==> src/rtl/pipe_hazard_pkg.sv <==
// Shared encodings for the ID-stage hazard / forwarding / mul-div scoreboard.
//   FWD_*   : operand source select driven onto fwda / fwdb
//   CAUSE_* : stall_cause encodings
//   md_lat_ok() : legality check for the mul/div latency parameter
package pipe_hazard_pkg;

  localparam int unsigned MD_CNT_W   = 8;
  localparam int unsigned MD_LAT_MIN = 1;
  localparam int unsigned MD_LAT_MAX = 255;

  localparam logic [1:0] FWD_RF   = 2'b00;
  localparam logic [1:0] FWD_EALU = 2'b01;
  localparam logic [1:0] FWD_MALU = 2'b10;
  localparam logic [1:0] FWD_MMEM = 2'b11;

  localparam logic [1:0] CAUSE_NONE = 2'b00;
  localparam logic [1:0] CAUSE_LU   = 2'b01;
  localparam logic [1:0] CAUSE_MD   = 2'b10;
  localparam logic [1:0] CAUSE_BOTH = 2'b11;

  function automatic bit md_lat_ok(input int unsigned lat);
    return (lat >= MD_LAT_MIN) && (lat <= MD_LAT_MAX);
  endfunction

endpackage

==> src/rtl/pipe_hazard_scoreboard_md_cnt.sv <==
// Mul/div occupancy scoreboard: countdown loaded on an accepted issue.
// Ports:
//   clk, rst_n : clock, async active-low reset
//   issue      : mul/div issue accepted this cycle
//   md_busy    : unit occupied (countdown nonzero)
//   md_done    : one-cycle pulse the cycle after the countdown leaves 1
module md_scoreboard_cnt
  import pipe_hazard_pkg::*;
#(
  parameter int unsigned MD_LAT = 4
) (
  input  logic clk,
  input  logic rst_n,
  input  logic issue,
  output logic md_busy,
  output logic md_done
);

  logic [MD_CNT_W-1:0] md_cnt_q, md_cnt_d;
  logic                md_done_q, md_done_d;

  // Next countdown value and completion pulse.
  always_comb begin
    md_cnt_d  = md_cnt_q;
    md_done_d = 1'b0;
    if (issue) begin
      md_cnt_d = MD_CNT_W'(MD_LAT);
    end else if (md_cnt_q != '0) begin
      md_cnt_d = md_cnt_q - MD_CNT_W'(1);
    end
    // A fresh load in the final busy cycle suppresses the pulse.
    md_done_d = (md_cnt_q == MD_CNT_W'(1)) && !issue;
  end

  // State registers.
  always_ff @(posedge clk or negedge rst_n) begin
    if (!rst_n) begin
      md_cnt_q  <= '0;
      md_done_q <= 1'b0;
    end else begin
      md_cnt_q  <= md_cnt_d;
      md_done_q <= md_done_d;
    end
  end

  assign md_busy = (md_cnt_q != '0);
  assign md_done = md_done_q;

endmodule

==> src/rtl/pipe_hazard_scoreboard.sv <==
// ID-stage hazard unit: operand forwarding from E/M, load-use stall,
// mul/div busy stall with countdown scoreboard, saturating stall counter.
// Ports:
//   clk, rst_n                : clock, async active-low reset
//   id_*                      : ID-stage instruction operands / mul-div usage
//   e_wr/e_load/e_rn          : E-stage destination info
//   m_wr/m_load/m_rn          : M-stage destination info
//   flush                     : ID instruction squashed this cycle
//   clr_stats                 : synchronous clear of stall_cnt
//   stall, stall_cause        : combinational stall request and its cause
//   fwda, fwdb                : combinational operand source selects
//   md_busy, md_done          : mul/div occupancy and completion pulse
//   stall_cnt                 : saturating count of stalled cycles
module pipe_hazard_scoreboard
  import pipe_hazard_pkg::*;
#(
  parameter int unsigned AW     = 5,
  parameter int unsigned MD_LAT = 4,
  parameter int unsigned SCW    = 16
) (
  input  logic           clk,
  input  logic           rst_n,
  input  logic           id_valid,
  input  logic [AW-1:0]  id_rs,
  input  logic [AW-1:0]  id_rt,
  input  logic           id_use_rs,
  input  logic           id_use_rt,
  input  logic           id_md_start,
  input  logic           id_hilo_rd,
  input  logic           e_wr,
  input  logic           e_load,
  input  logic [AW-1:0]  e_rn,
  input  logic           m_wr,
  input  logic           m_load,
  input  logic [AW-1:0]  m_rn,
  input  logic           flush,
  input  logic           clr_stats,
  output logic           stall,
  output logic [1:0]     stall_cause,
  output logic [1:0]     fwda,
  output logic [1:0]     fwdb,
  output logic           md_busy,
  output logic           md_done,
  output logic [SCW-1:0] stall_cnt
);

  if (!md_lat_ok(MD_LAT)) begin : g_bad_md_lat
    $error("pipe_hazard_scoreboard: MD_LAT must be in 1..255");
  end

  logic           e_hit_rs, e_hit_rt, m_hit_rs, m_hit_rt;
  logic           lu, mh;
  logic           md_issue;
  logic           md_busy_w;
  logic [SCW-1:0] stall_cnt_q, stall_cnt_d;

  // Register-number matches against live destinations; r0 never matches.
  assign e_hit_rs = e_wr && (e_rn != '0) && (e_rn == id_rs);
  assign e_hit_rt = e_wr && (e_rn != '0) && (e_rn == id_rt);
  assign m_hit_rs = m_wr && (m_rn != '0) && (m_rn == id_rs);
  assign m_hit_rt = m_wr && (m_rn != '0) && (m_rn == id_rt);

  // Forwarding select; an E-stage load has no data yet, so it falls through to M.
  always_comb begin
    fwda = FWD_RF;
    fwdb = FWD_RF;
    if (e_hit_rs && !e_load) begin
      fwda = FWD_EALU;
    end else if (m_hit_rs) begin
      fwda = m_load ? FWD_MMEM : FWD_MALU;
    end
    if (e_hit_rt && !e_load) begin
      fwdb = FWD_EALU;
    end else if (m_hit_rt) begin
      fwdb = m_load ? FWD_MMEM : FWD_MALU;
    end
  end

  // Hazard detection and stall request.
  always_comb begin
    lu          = id_valid && e_load &&
                  ((id_use_rs && e_hit_rs) || (id_use_rt && e_hit_rt));
    mh          = id_valid && (id_hilo_rd || id_md_start) && md_busy_w;
    stall       = (lu || mh) && !flush;
    stall_cause = flush ? CAUSE_NONE : {mh, lu};
    md_issue    = id_valid && id_md_start && !stall && !flush;
  end

  md_scoreboard_cnt #(
    .MD_LAT (MD_LAT)
  ) u_md_cnt (
    .clk     (clk),
    .rst_n   (rst_n),
    .issue   (md_issue),
    .md_busy (md_busy_w),
    .md_done (md_done)
  );

  assign md_busy = md_busy_w;

  // Saturating stall counter; clear wins over increment.
  always_comb begin
    stall_cnt_d = stall_cnt_q;
    if (clr_stats) begin
      stall_cnt_d = '0;
    end else if (stall && (stall_cnt_q != '1)) begin
      stall_cnt_d = stall_cnt_q + SCW'(1);
    end
  end

  always_ff @(posedge clk or negedge rst_n) begin
    if (!rst_n) begin
      stall_cnt_q <= '0;
    end else begin
      stall_cnt_q <= stall_cnt_d;
    end
  end

  assign stall_cnt = stall_cnt_q;

endmodule

==> config.mk <==
export PLATFORM = sky130hd
export DESIGN_NAME = pipe_hazard_scoreboard
export DESIGN_NICKNAME = d
export VERILOG_FILES = /design/src/rtl/pipe_hazard_pkg.sv /design/src/rtl/pipe_hazard_scoreboard_md_cnt.sv /design/src/rtl/pipe_hazard_scoreboard.sv
export SDC_FILE = /design/constraint.sdc
export NUM_CORES = 1
export LEC_CHECK = 0
export ABC_AREA = 1
export CAP_MARGIN = 0
export CORE_UTILIZATION = 40
export CTS_CLUSTER_SIZE = 8
export DETAILED_ROUTE_END_ITERATION = 7
export DONT_BUFFER_PORTS = 1
export MAX_ROUTING_LAYER = met4
export PLACE_DENSITY = 0.6
export SYNTH_ARGS = -nofsm -noshare
export SYNTH_HDL_FRONTEND = slang
export SYNTH_HIERARCHICAL = 1
export SYNTH_SLANG_ARGS = --single-unit
==> constraint.sdc <==
create_clock -name clk -period 2.75 [get_ports clk]
set_input_delay 0.55 -clock clk [delete_from_list [all_inputs] [get_ports clk]]
set_output_delay 0.55 -clock clk [all_outputs]
set_load 0.02 [all_outputs]
After elaboration in Yosys (flattened, before gate mapping)
Cells that the tools add are included.

word-level totals
  word-level logic and storage cells = 53
  input port bits = 33
  register bits after elaboration = 25

operators by class
  eq/ne operators = 6
  add/subtract/negate cells = 2
  reductions and logical operators = 32
  multiplexer cells = 10

operators by type and width
  operator                                                             count
  16-bit 2-to-1 mux                                                    2
  5-bit == test                                                        4
  1-bit logical AND                                                    20
  16-bit by 1-bit adder with 16-bit output (second input constant)     1
  8-bit 2-to-1 mux                                                     2
  16-bit != test (second input constant)                               1
  2-bit 2-to-1 mux                                                     5
  5-bit nonzero test                                                   2
  8-bit by 1-bit == test with 1-bit output (second input constant)     1
  8-bit nonzero test                                                   1
  8-bit by 1-bit subtractor with 8-bit output (second input constant)  1
  1-bit zero test                                                      4
  2-bit nonzero test                                                   2
  1-bit logical OR                                                     3
  1-bit 2-to-1 mux                                                     1

Logic depth before layout (Yosys ltp)
Gate-level depths: netlist of the first run.

  word-level depth = 13
  gate-level depth with buffers = 14
  depth with buffers taken out = 13

By module
Netlist of the first run, hierarchy kept.

by module, submodules not included
  module                  area each (um^2)  seq. area each (um^2)  times used  cells an instance
  pipe_hazard_scoreboard  1475.2            400.4                  1           212
  md_scoreboard_cnt       561.8             225.2                  1           65

Least setup slack after synthesis of the first run
No wires, ideal clock.

  path type = flip-flop to flip-flop
  start = reg u_md_cnt.md_cnt_q[0]
  end = reg u_md_cnt.md_cnt_q[5]
  arrival time = 2.595 ns
  period minus slack after synthesis = 2.667 ns
  stages on the path, launching flop included = 15
  buffers on the path = 1
  path slack = 0.083 ns
  required time = 2.678 ns
  cell sequence = dfrtp_1 > inv_1 > ha_1 > nand2_4 > nor2_8 > inv_4 > inv_1 > nor3_1 > inv_2 > nand2_4 > buf_2 > nor2_1 > inv_1 > nand3_1 > nor2_1

between the ends
  longest elaborated chain between the ends = 8
  elaborated cells on any way between the ends = 11
  those cells by class = add/sub: 1; mux: 2; reduce/logical: 8

ends and longest elaborated chain
  what                                                    line                                 source
  start: declaration                                      pipe_hazard_scoreboard_md_cnt.sv:19  logic [MD_CNT_W-1:0] md_cnt_q, md_cnt_d;
  start signal: assignment                                pipe_hazard_scoreboard_md_cnt.sv:41  md_cnt_q <= md_cnt_d;
  8-bit nonzero test (*)                                  pipe_hazard_scoreboard_md_cnt.sv:46  assign md_busy = (md_cnt_q != '0);
  net md_busy                                             pipe_hazard_scoreboard.sv:42         output logic md_busy,
  1-bit logical AND (*)                                   pipe_hazard_scoreboard.sv:83         mh = id_valid && (id_hilo_rd || id_md_start) && md_busy_w;
  1-bit logical OR (*)                                    pipe_hazard_scoreboard.sv:84         stall = (lu || mh) && !flush;
  1-bit logical AND (*)                                   pipe_hazard_scoreboard.sv:84
  net stall                                               pipe_hazard_scoreboard.sv:38         output logic stall,
  1-bit zero test (*)                                     pipe_hazard_scoreboard.sv:86         md_issue = id_valid && id_md_start && !stall && !flush;
  1-bit logical AND (*) (2 in series)                     pipe_hazard_scoreboard.sv:86
  net md_issue                                            pipe_hazard_scoreboard.sv:53         logic md_issue;
  8-bit 2-to-1 mux or 2-bit nonzero test (tied branches)  n/a

The timed path passes the listed nets; every way through them passes the cells marked *. The select of a mux whose other input is x is not followed.
A chain may end at the register's enable or synchronous reset.

Worst setup path after layout of the first run
  start = reg u_md_cnt.md_cnt_q[0]
  end = out stall

between the ends
  longest elaborated chain between the ends = 4

ends and longest elaborated chain
  what                line
  8-bit nonzero test  pipe_hazard_scoreboard_md_cnt.sv:46
  net md_busy         pipe_hazard_scoreboard.sv:42
  1-bit logical AND   pipe_hazard_scoreboard.sv:83
  1-bit logical OR    pipe_hazard_scoreboard.sv:84
  1-bit logical AND   pipe_hazard_scoreboard.sv:84
  end: declaration    pipe_hazard_scoreboard.sv:38

The timed path passes the listed nets, and every way through them passes these cells.

==> flow_summary.yaml, run 1 <==
power_and_ir_drop:
  switching_share_pct: 40.8
  p_per_area_nw_per_um2: 533
  vdd_drop_max_mv: 0.275
  finalPower_mw: 1.15
  combPwrFrac_pct: 36.6
  p_sw_mw: 0.471
  p_leak_nw: 1.24
  internal-power_mw: 0.683
  seq_power_share_pct: 43.3
  p_clk_share_pct: 20.1
synthesis:
  yosysWarnings: 6
  ys.flop_type: "dfrtp_1"
  synthMuxAreaShare_pct: 0
  synth_top_area_cell: "dfrtp_1"
  ys_async_sr_fraction_pct: 100
  syn-cell-area_um2: 2040
  ys_ff_latch: 25
  yosys.area_share.simple_pct: 40.8
  synth_top_family_by_area: "simple AND/OR/NAND/NOR gates"
  yosys-top-cells-area: "dfrtp_1 31%, xor2_1 11%, nand3_1 8.4%"
  netlist_instances: 277
  synth_top_cell_area_share_pct: 30.7
  synth_xor_area_share_pct: 12.5
  synth_fp_nets: 314
  synth_compound_area_share_pct: 3.38
  ys_seq_area_share_pct: 30.7
  avgSynthCellArea_um2: 7.35
  synth_edf_count: 0
  synth_fa_ha_area_share_pct: 2.46
  ys_types: 29
timing:
  finalClockSkew_ns: 0.00849
  fin_crit_sh_pct: 93.0
  layout_setup_ws_ns: 0.193
  rsz0062_at_grt: "false"
  whs_ns: 0.0706
  setup_viol: 0
  final_hold_viol_count: 0
  tightest_slew_ns: 0.494
  fin_tns_setup_ns: 0
  layout_min_cycle_time_ns: 2.56
  fmax_mhz: 391
  final_max_slew_viol_count: 0
  relSlewSlack_pct: 66.9
placed_design:
  post-place-ws_ns: 0.289
  gp_congestion: 0.856
  portBuffers: 0
  hpwlAfterDp_mm: 3.31
worst_setup_path:
  rrSetupSlack_ns: 0.29
  required_ns: 2.20
  path_buf_inv: 4
  worst-setup-path-type: "flop to output pin"
  worstSetupEndpointType: "output pin"
  ff2ff_path_depth: 13
  cpMaxStageDelayCell: "dfrtp_1"
  crit_arrival_ns: 2.01
  critPathMaxFanout: 18
  cp_top_family: "simple AND/OR/NAND/NOR gates"
  cp-start-kind: "flop"
  max_stage_delay_ns: 0.44
  crit_chain: "inv_1 > ha_1 > nand2_4 > nor2_8 > inv_4 > inv_1 > nor3_1 > inv_2 > nand2_4"
  r2r-end: "u_md_cnt/md_cnt_q[7]$_DFFE_PN0P_"
  r2r_start: "u_md_cnt/md_cnt_q[0]$_DFFE_PN0P_"
finish:
  layout_commonest_cell: "nand2_1"
  area_growth_pct: 6.33
  regArea_um2: 626
  fillers: 484
  utilization_pct: 45.0
  diodes: 0
  multi_input_area_um2: 1200
  nNetsFinal: 316
  mostFrequentLayoutCells: "45 x nand2_1, 41 x inv_1, 34 x nand3_1"
  drive_gt1_share_pct: 12.2
grt:
  grt_pass1_wl_mm: 7.37
  grt_usage_pct: 18.0
  grt_max_degree: 26
  first_global_vias: 1659
  antenna_found_initial: 0
  grt_overflow: 0
drt:
  drtIter0Drc: 56
  ant_nets: 0
  vias: 1704
  vias_per_cell: 4.94
  wl_per_cell_um: 12.8
  drt_wl_total_mm: 4.40
  drc_errors: 0
  first_pass_iters: 4
clocking:
  clk_path_buf_depth: 2
  numCtsBuffers: 3
  clock_latency_ns: 0.28
  cts_root_buf: "clkbuf_8"
  clock_sinks: 25
  cts_tree: "yes"
  postCtsSetupBuffers: 0
  clk_pin_slew_ns: 0.10
  cts_resized: 0
  h-tree-depth: 1
  ctsHoldBuffers: 1
floorplan:
  die_h_um: 73.4
  core_um2: 4820
  rows: 25
  die-area_um2: 5380
  io_pins: 58
  start_util_pct: 42.3
  die_w_um: 73.4
run_status:
  status: "finished, final reports clean"
flow_run:
  drv_cap: 0
hold_path:
  hold_class: "primary input to asynchronous set/reset pin"
power by group through the flow:
stage	combinational (mW)	sequential, mW	clock [mW]
floorplan	0.348	0.493	0
global placement	0.405	0.504	0
detailed placement	0.411	0.507	0
CTS	0.423	0.500	0.240
global route	0.489	0.509	0.250
finish	0.423	0.500	0.231
sequential cells by signal, indices dropped and copies added, names as in the netlist:
signal,cells
stall_cnt,16
u_md_cnt/md_done,1
u_md_cnt/md_cnt_q,8
stage by stage:
stage / instance area (µm²) / instances
2_1_floorplan: 2040 / 277
3_3_place_gp: 2100 / 340
3_5_place_dp: 2100 / 340
4_1_cts: 2170 / 345
5_1_grt: 2170 / 345
6_report: 2170 / 345
logic make-up (layout without fill, tap and decap cells):
kind of cell,Yosys count,in the layout
and+or+nand+nor,156,156
buffers and inverters,51,52
xor gates and xnor gates,29,29
DFF,25,25
AOI/OAI and AO/OA,12,12
adders and majority gates,4,4
routing by layer:
layer	global-route usage, %	share of wire, %
met1	22.1	45
met2	29.7	46
met4	5.77	1.2
met3	3.70	7.4
met5	-	0
worst reg2reg max path: stages, from the launching register on:
cell and delay [ns]:
dfrtp_1 0.44, inv_1 0.12, ha_1 0.20, nand2_4 0.08, nor2_8 0.16, inv_4 0.10
inv_1 0.06, nor3_1 0.06, inv_2 0.08, nand2_4 0.17, nor2_1 0.45, inv_1 0.25
nand3_1 0.16, nor2_2 0.04
synth_stat cells, drive strengths merged, types with 2 or more instances:
library cell / number
xor2: 25
xnor2: 4
inv: 45
nor3: 5
a31oi: 2
nand2: 52
buf: 6
ha: 4
nand4: 18
nand3: 37
dfrtp: 25
nor2: 42
o21ai: 7
layout make-up:
type | count | share of cell area, %
timing repair buffer | 3 | 1.62
multi-input combinational | 201 | 55.6
sequential | 25 | 28.9
inverter | 45 | 7.91
clock inverter | 1 | 0.231
tap | 67 | 3.87
clock buffer | 3 | 1.91
worst max-delay path by stage:
| stage | start | end | slack [ns] | cells after the start |
|---|---|---|---|---|
| floorplan | u_md_cnt/md_cnt_q[0]$_DFFE_PN0P_ | u_md_cnt/md_cnt_q[5]$_DFFE_PN0P_ | 0.08 | 14 |
| global placement | u_md_cnt/md_cnt_q[0]$_DFFE_PN0P_ | u_md_cnt/md_cnt_q[0]$_DFFE_PN0P_ | 0.35 | 13 |
| detailed placement | u_md_cnt/md_cnt_q[0]$_DFFE_PN0P_ | u_md_cnt/md_cnt_q[7]$_DFFE_PN0P_ | 0.29 | 13 |
| CTS | u_md_cnt/md_cnt_q[0]$_DFFE_PN0P_ | stall | 0.18 | 9 |
| global route | u_md_cnt/md_cnt_q[0]$_DFFE_PN0P_ | stall | 0.08 | 9 |
| finish | u_md_cnt/md_cnt_q[0]$_DFFE_PN0P_ | stall | 0.19 | 9 |
(Power assumes the default switching activity.)
==> inputs of run 2 (changes only) <==
--- a/config.mk
+++ b/config.mk
@@ -6,8 +6,11 @@
 export NUM_CORES = 1
 export LEC_CHECK = 0
 export ABC_AREA = 1
+export ABC_CLOCK_PERIOD_IN_PS = 2750
 export CAP_MARGIN = 0
+export CORE_MARGIN = 2
 export CORE_UTILIZATION = 40
+export CTS_BUF_LIST = sky130_fd_sc_hd__clkbuf_8 sky130_fd_sc_hd__clkbuf_16
 export CTS_CLUSTER_SIZE = 8
 export DETAILED_ROUTE_END_ITERATION = 7
 export DONT_BUFFER_PORTS = 1
==> flow_summary.yaml, run 2 (synthesized netlist as in run 1, its figures left out) <==
drt:
  vias: 1736
  wl_per_cell_um: 12.9
  drt_wl_total_mm: 4.44
  routed-wl-met3_um: 424
  route.met2.wl_mm: 1.98
  ant_nets: 0
  drc_errors: 0
  first_pass_iters: 4
  wl_met1_mm: 2.00
  top_layer: "met4"
  vias_per_cell: 5.03
  drtIter0Drc: 68
timing:
  finalClockSkew_ns: 0.0157
  fmax_mhz: 393
  final_max_slew_viol_count: 0
  final_hold_viol_count: 0
  fin_crit_sh_pct: 92.6
  tightest_slew_ns: 0.498
  fin_tns_setup_ns: 0
  setup_viol: 0
  layout_min_cycle_time_ns: 2.55
  rsz0062_at_grt: "false"
  relSlewSlack_pct: 66.7
grt:
  grt_pass1_wl_mm: 7.09
  first_global_vias: 1577
  grt_max_degree: 26
  antenna_found_initial: 0
  grt_usage_pct: 16.4
  grt_overflow: 0
worst_setup_path:
  max_stage_delay_ns: 0.44
  critPathMaxFanout: 18
  cpMaxStageDelayCell: "dfrtp_1"
  crit_chain: "inv_1 > ha_1 > nand2_4 > nor2_8 > inv_4 > inv_1 > nor3_1 > inv_2 > nand2_4"
  crit_arrival_ns: 2.00
  required_ns: 2.20
  worstSetupEndpointType: "output pin"
  cp-start-kind: "flop"
  worst-setup-path-type: "flop to output pin"
clocking:
  clk_path_buf_depth: 2
  clk_pin_slew_ns: 0.11
  cts_tree: "yes"
  cts_root_buf: "clkbuf_8"
  cts_resized: 0
  ctsHoldBuffers: 1
  h-tree-depth: 1
  postCtsSetupBuffers: 0
  clock_latency_ns: 0.28
  clock_sinks: 25
  numCtsBuffers: 3
finish:
  layout_commonest_cell: "nand2_1"
  area_growth_pct: 6.45
  drive_gt1_share_pct: 12.2
  mostFrequentLayoutCells: "45 x nand2_1, 41 x inv_1, 34 x nand3_1"
  nNetsFinal: 316
  largest_reg_flops: 16
  diodes: 0
  layout.cells.non_filler: 345
power_and_ir_drop:
  p_per_area_nw_per_um2: 531
  finalPower_mw: 1.15
  vdd_drop_max_mv: 0.204
  p_leak_nw: 1.24
flow_run:
  drv_cap: 0
floorplan:
  start_util_pct: 42.3
  core_um2: 4820
  die_w_um: 75.4
  io_pins: 58
  rows: 25
  die-area_um2: 5680
  die_h_um: 75.4
placed_design:
  portBuffers: 0
  gp_congestion: 0.817
  hpwlAfterDp_mm: 3.36
  dp.cells: 340
hold_path:
  hold_class: "primary input to asynchronous set/reset pin"
run_status:
  status: "finished, final reports clean"
-- run 2: cell types whose count changed in the layout (fill, tap and decap cells not counted) --
cell / change
clkinv_2: -1
clkinvlp_4: +1
-- run 2: final timing paths --
check,cells after the start,slack [ns],end,from
min in group clk,2,0.55,u_md_cnt/md_cnt_q[1]$_DFFE_PN0P_,u_md_cnt/md_cnt_q[1]$_DFFE_PN0P_
min,1,0.07,stall_cnt[9]$_DFFE_PN0P_,rst_n
max,9,0.20,stall,u_md_cnt/md_cnt_q[0]$_DFFE_PN0P_
max in group asynchronous,1,2.52,u_md_cnt/md_cnt_q[3]$_DFFE_PN0P_,rst_n
max reg2reg,13,0.29,u_md_cnt/md_cnt_q[0]$_DFFE_PN0P_,u_md_cnt/md_cnt_q[0]$_DFFE_PN0P_
min reg2reg,2,0.55,u_md_cnt/md_cnt_q[1]$_DFFE_PN0P_,u_md_cnt/md_cnt_q[1]$_DFFE_PN0P_
-- run 2: where the power goes --
part / internal, mW / leakage, nW / switching (mW)
Combinational: 0.153 / 0.879 / 0.264
Clock: 0.103 / 0.0217 / 0.132
Sequential: 0.427 / 0.336 / 0.0738
Total: 0.683 / 1.24 / 0.470
-- run 2: final cells by class --
type                       instances  area, µm²
clock buffer                       3       41.3
clock inverter                     1       7.51
fill                             501       2650
inverter                          45        171
multi-input combinational        201       1200
sequential                        25        626
tap                               67       83.8
timing repair buffer               3       35.0
-- run 2: worst max-delay path, delay by kind of cell, from the launching register on --
kind | cells | cell delay (ns)
fa+ha+maj | 1 | 0.23
buf+inv | 4 | 0.38
flops | 1 | 0.44
simple gates | 4 | 0.67
-- run 2: metrics by stage --
step / worst slack [ns] / hold WS, ns / utilization [%] / area, µm²
floorplan: 0.0830 / 0.254 / - / 2040
finish: 0.204 / 0.0660 / 45.0 / 2170
global route: 0.0533 / 0.0633 / 45.0 / 2170
detailed placement: 0.288 / 0.255 / 43.6 / 2100
CTS: 0.184 / 0.0653 / 45.0 / 2170
global placement: 0.345 / 0.255 / 43.6 / 2100
-- run 2: metal layers --
layer  GRT usage [%]  vias to the layer above
li1                -                      891
met1            20.9                      777
met2            25.8                       64
met3            3.57                        4
met4            5.46                        0
met5               -                        -
==> inputs of run 3 (changes only) <==
--- a/config.mk
+++ b/config.mk
@@ -8,14 +8,13 @@
 export ABC_AREA = 1
 export ABC_CLOCK_PERIOD_IN_PS = 2750
 export CAP_MARGIN = 0
-export CORE_MARGIN = 2
-export CORE_UTILIZATION = 40
+export CORE_UTILIZATION = 52
 export CTS_BUF_LIST = sky130_fd_sc_hd__clkbuf_8 sky130_fd_sc_hd__clkbuf_16
 export CTS_CLUSTER_SIZE = 8
 export DETAILED_ROUTE_END_ITERATION = 7
 export DONT_BUFFER_PORTS = 1
 export MAX_ROUTING_LAYER = met4
-export PLACE_DENSITY = 0.6
+export PLACE_DENSITY = 0.73
 export SYNTH_ARGS = -nofsm -noshare
 export SYNTH_HDL_FRONTEND = slang
 export SYNTH_HIERARCHICAL = 1
==> flow_summary.yaml, run 3 (synthesized netlist as in run 1, its figures left out) <==
timing:
  final_max_slew_viol_count: 0
  tightest_slew_ns: 0.498
  rsz0062_at_grt: "false"
  relSlewSlack_pct: 66.6
  fin_crit_sh_pct: 92.4
  fin_tns_setup_ns: 0
  setup_viol: 0
  fmax_mhz: 393
  layout_min_cycle_time_ns: 2.54
  finalClockSkew_ns: 0.00313
  final_hold_viol_count: 0
finish:
  area_growth_pct: 5.10
  mostFrequentLayoutCells: "45 x nand2_1, 42 x inv_1, 34 x nand3_1"
  layout.cells.non_filler: 326
  fillers: 356
  layout_commonest_cell: "nand2_1"
  largest_reg_flops: 16
  utilization_pct: 57.6
  diodes: 0
  nNetsFinal: 316
  drive_gt1_share_pct: 11.9
drt:
  drt_wl_total_mm: 4.12
  wl_per_cell_um: 12.6
  first_pass_iters: 4
  drtIter0Drc: 88
  drc_errors: 0
  vias_per_cell: 5.26
  ant_nets: 0
  vias: 1715
clocking:
  cts_resized: 0
  clock_sinks: 25
  numCtsBuffers: 3
  clk_path_buf_depth: 2
  h-tree-depth: 1
  cts_root_buf: "clkbuf_8"
  clock_latency_ns: 0.27
  cts_tree: "yes"
  ctsHoldBuffers: 1
  postCtsSetupBuffers: 0
  clk_pin_slew_ns: 0.09
grt:
  grt_overflow: 0
  grt_pass1_wl_mm: 7.13
  first_global_vias: 1657
  antenna_found_initial: 0
  grt_max_degree: 32
  grt_usage_pct: 22.0
worst_setup_path:
  crit_arrival_ns: 1.99
  worstSetupEndpointType: "output pin"
  required_ns: 2.20
  critPathMaxFanout: 18
  worst-setup-path-type: "flop to output pin"
  cp-start-kind: "flop"
power_and_ir_drop:
  p_per_area_nw_per_um2: 533
  vdd_drop_max_mv: 0.405
  p_leak_nw: 1.24
placed_design:
  hpwlAfterDp_mm: 3.11
  portBuffers: 0
  gp_congestion: 0.803
  dp.cells: 321
floorplan:
  rows: 22
  die-area_um2: 4170
  io_pins: 58
  core_um2: 3720
  die_h_um: 64.6
  start_util_pct: 54.8
  die_w_um: 64.6
run_status:
  status: "finished, final reports clean"
hold_path:
  hold_class: "primary input to asynchronous set/reset pin"
flow_run:
  drv_cap: 0
-- run 3: cell type report --
| cell class | instances | area, µm² | area share, % |
|---|---|---|---|
| tap | 48 | 60.1 | 2.81 |
| inverter | 45 | 171 | 8.01 |
| timing repair buffer | 3 | 35.0 | 1.64 |
| sequential | 25 | 626 | 29.2 |
| clock inverter | 1 | 3.75 | 0.175 |
| multi-input combinational | 201 | 1200 | 56.2 |
| clock buffer | 3 | 41.3 | 1.93 |
-- run 3: metrics by stage --
step           hold WS (ns)  area (µm²)  setup slack, ns  total power, mW
4_1_cts              0.0860        2140            0.203             1.14
6_report             0.0782        2140            0.208             1.14
2_1_floorplan         0.254        2040           0.0830            0.841
3_5_place_dp          0.255        2080            0.305            0.915
5_1_grt              0.0822        2140           0.0571             1.23
3_3_place_gp          0.255        2080            0.398            0.906
-- run 3: worst paths after layout --
kind                                             startpoint                               end  slack (ns)  cells after the start
min                                                   rst_n         stall_cnt[10]$_DFFE_PN0P_        0.08                      1
max in group asynchronous                             rst_n  u_md_cnt/md_cnt_q[0]$_DFFE_PN0P_        2.52                      1
max reg2reg                u_md_cnt/md_cnt_q[0]$_DFFE_PN0P_  u_md_cnt/md_cnt_q[6]$_DFFE_PN0P_        0.30                     13
min reg2reg                u_md_cnt/md_cnt_q[1]$_DFFE_PN0P_  u_md_cnt/md_cnt_q[1]$_DFFE_PN0P_        0.58                      2
min in group clk           u_md_cnt/md_cnt_q[1]$_DFFE_PN0P_  u_md_cnt/md_cnt_q[1]$_DFFE_PN0P_        0.58                      2
max                        u_md_cnt/md_cnt_q[0]$_DFFE_PN0P_                             stall        0.21                      9
-- run 3: critical path: stages, from the launching register on --
cell,delay (ns)
dfrtp_1,0.43
inv_1,0.10
ha_1,0.23
nand2_4,0.10
nor2_8,0.05
inv_4,0.14
inv_1,0.06
nor3_1,0.28
inv_2,0.09
nand2_4,0.24
-- run 3: layer usage --
layer | wire length, µm | vias to the layer above | global-route usage [%]
li1 | - | 886 | -
met1 | 1920 | 776 | 27.8
met2 | 1870 | 46 | 35.8
met3 | 282 | 7 | 4.75
met4 | 48 | 0 | 5.83
met5 | 0 | - | -
-- run 3: power breakdown --
group          total, mW  switching [mW]  internal, mW
combinational      0.419           0.266         0.152
clock              0.221           0.121         0.100
sequential         0.502          0.0748         0.427
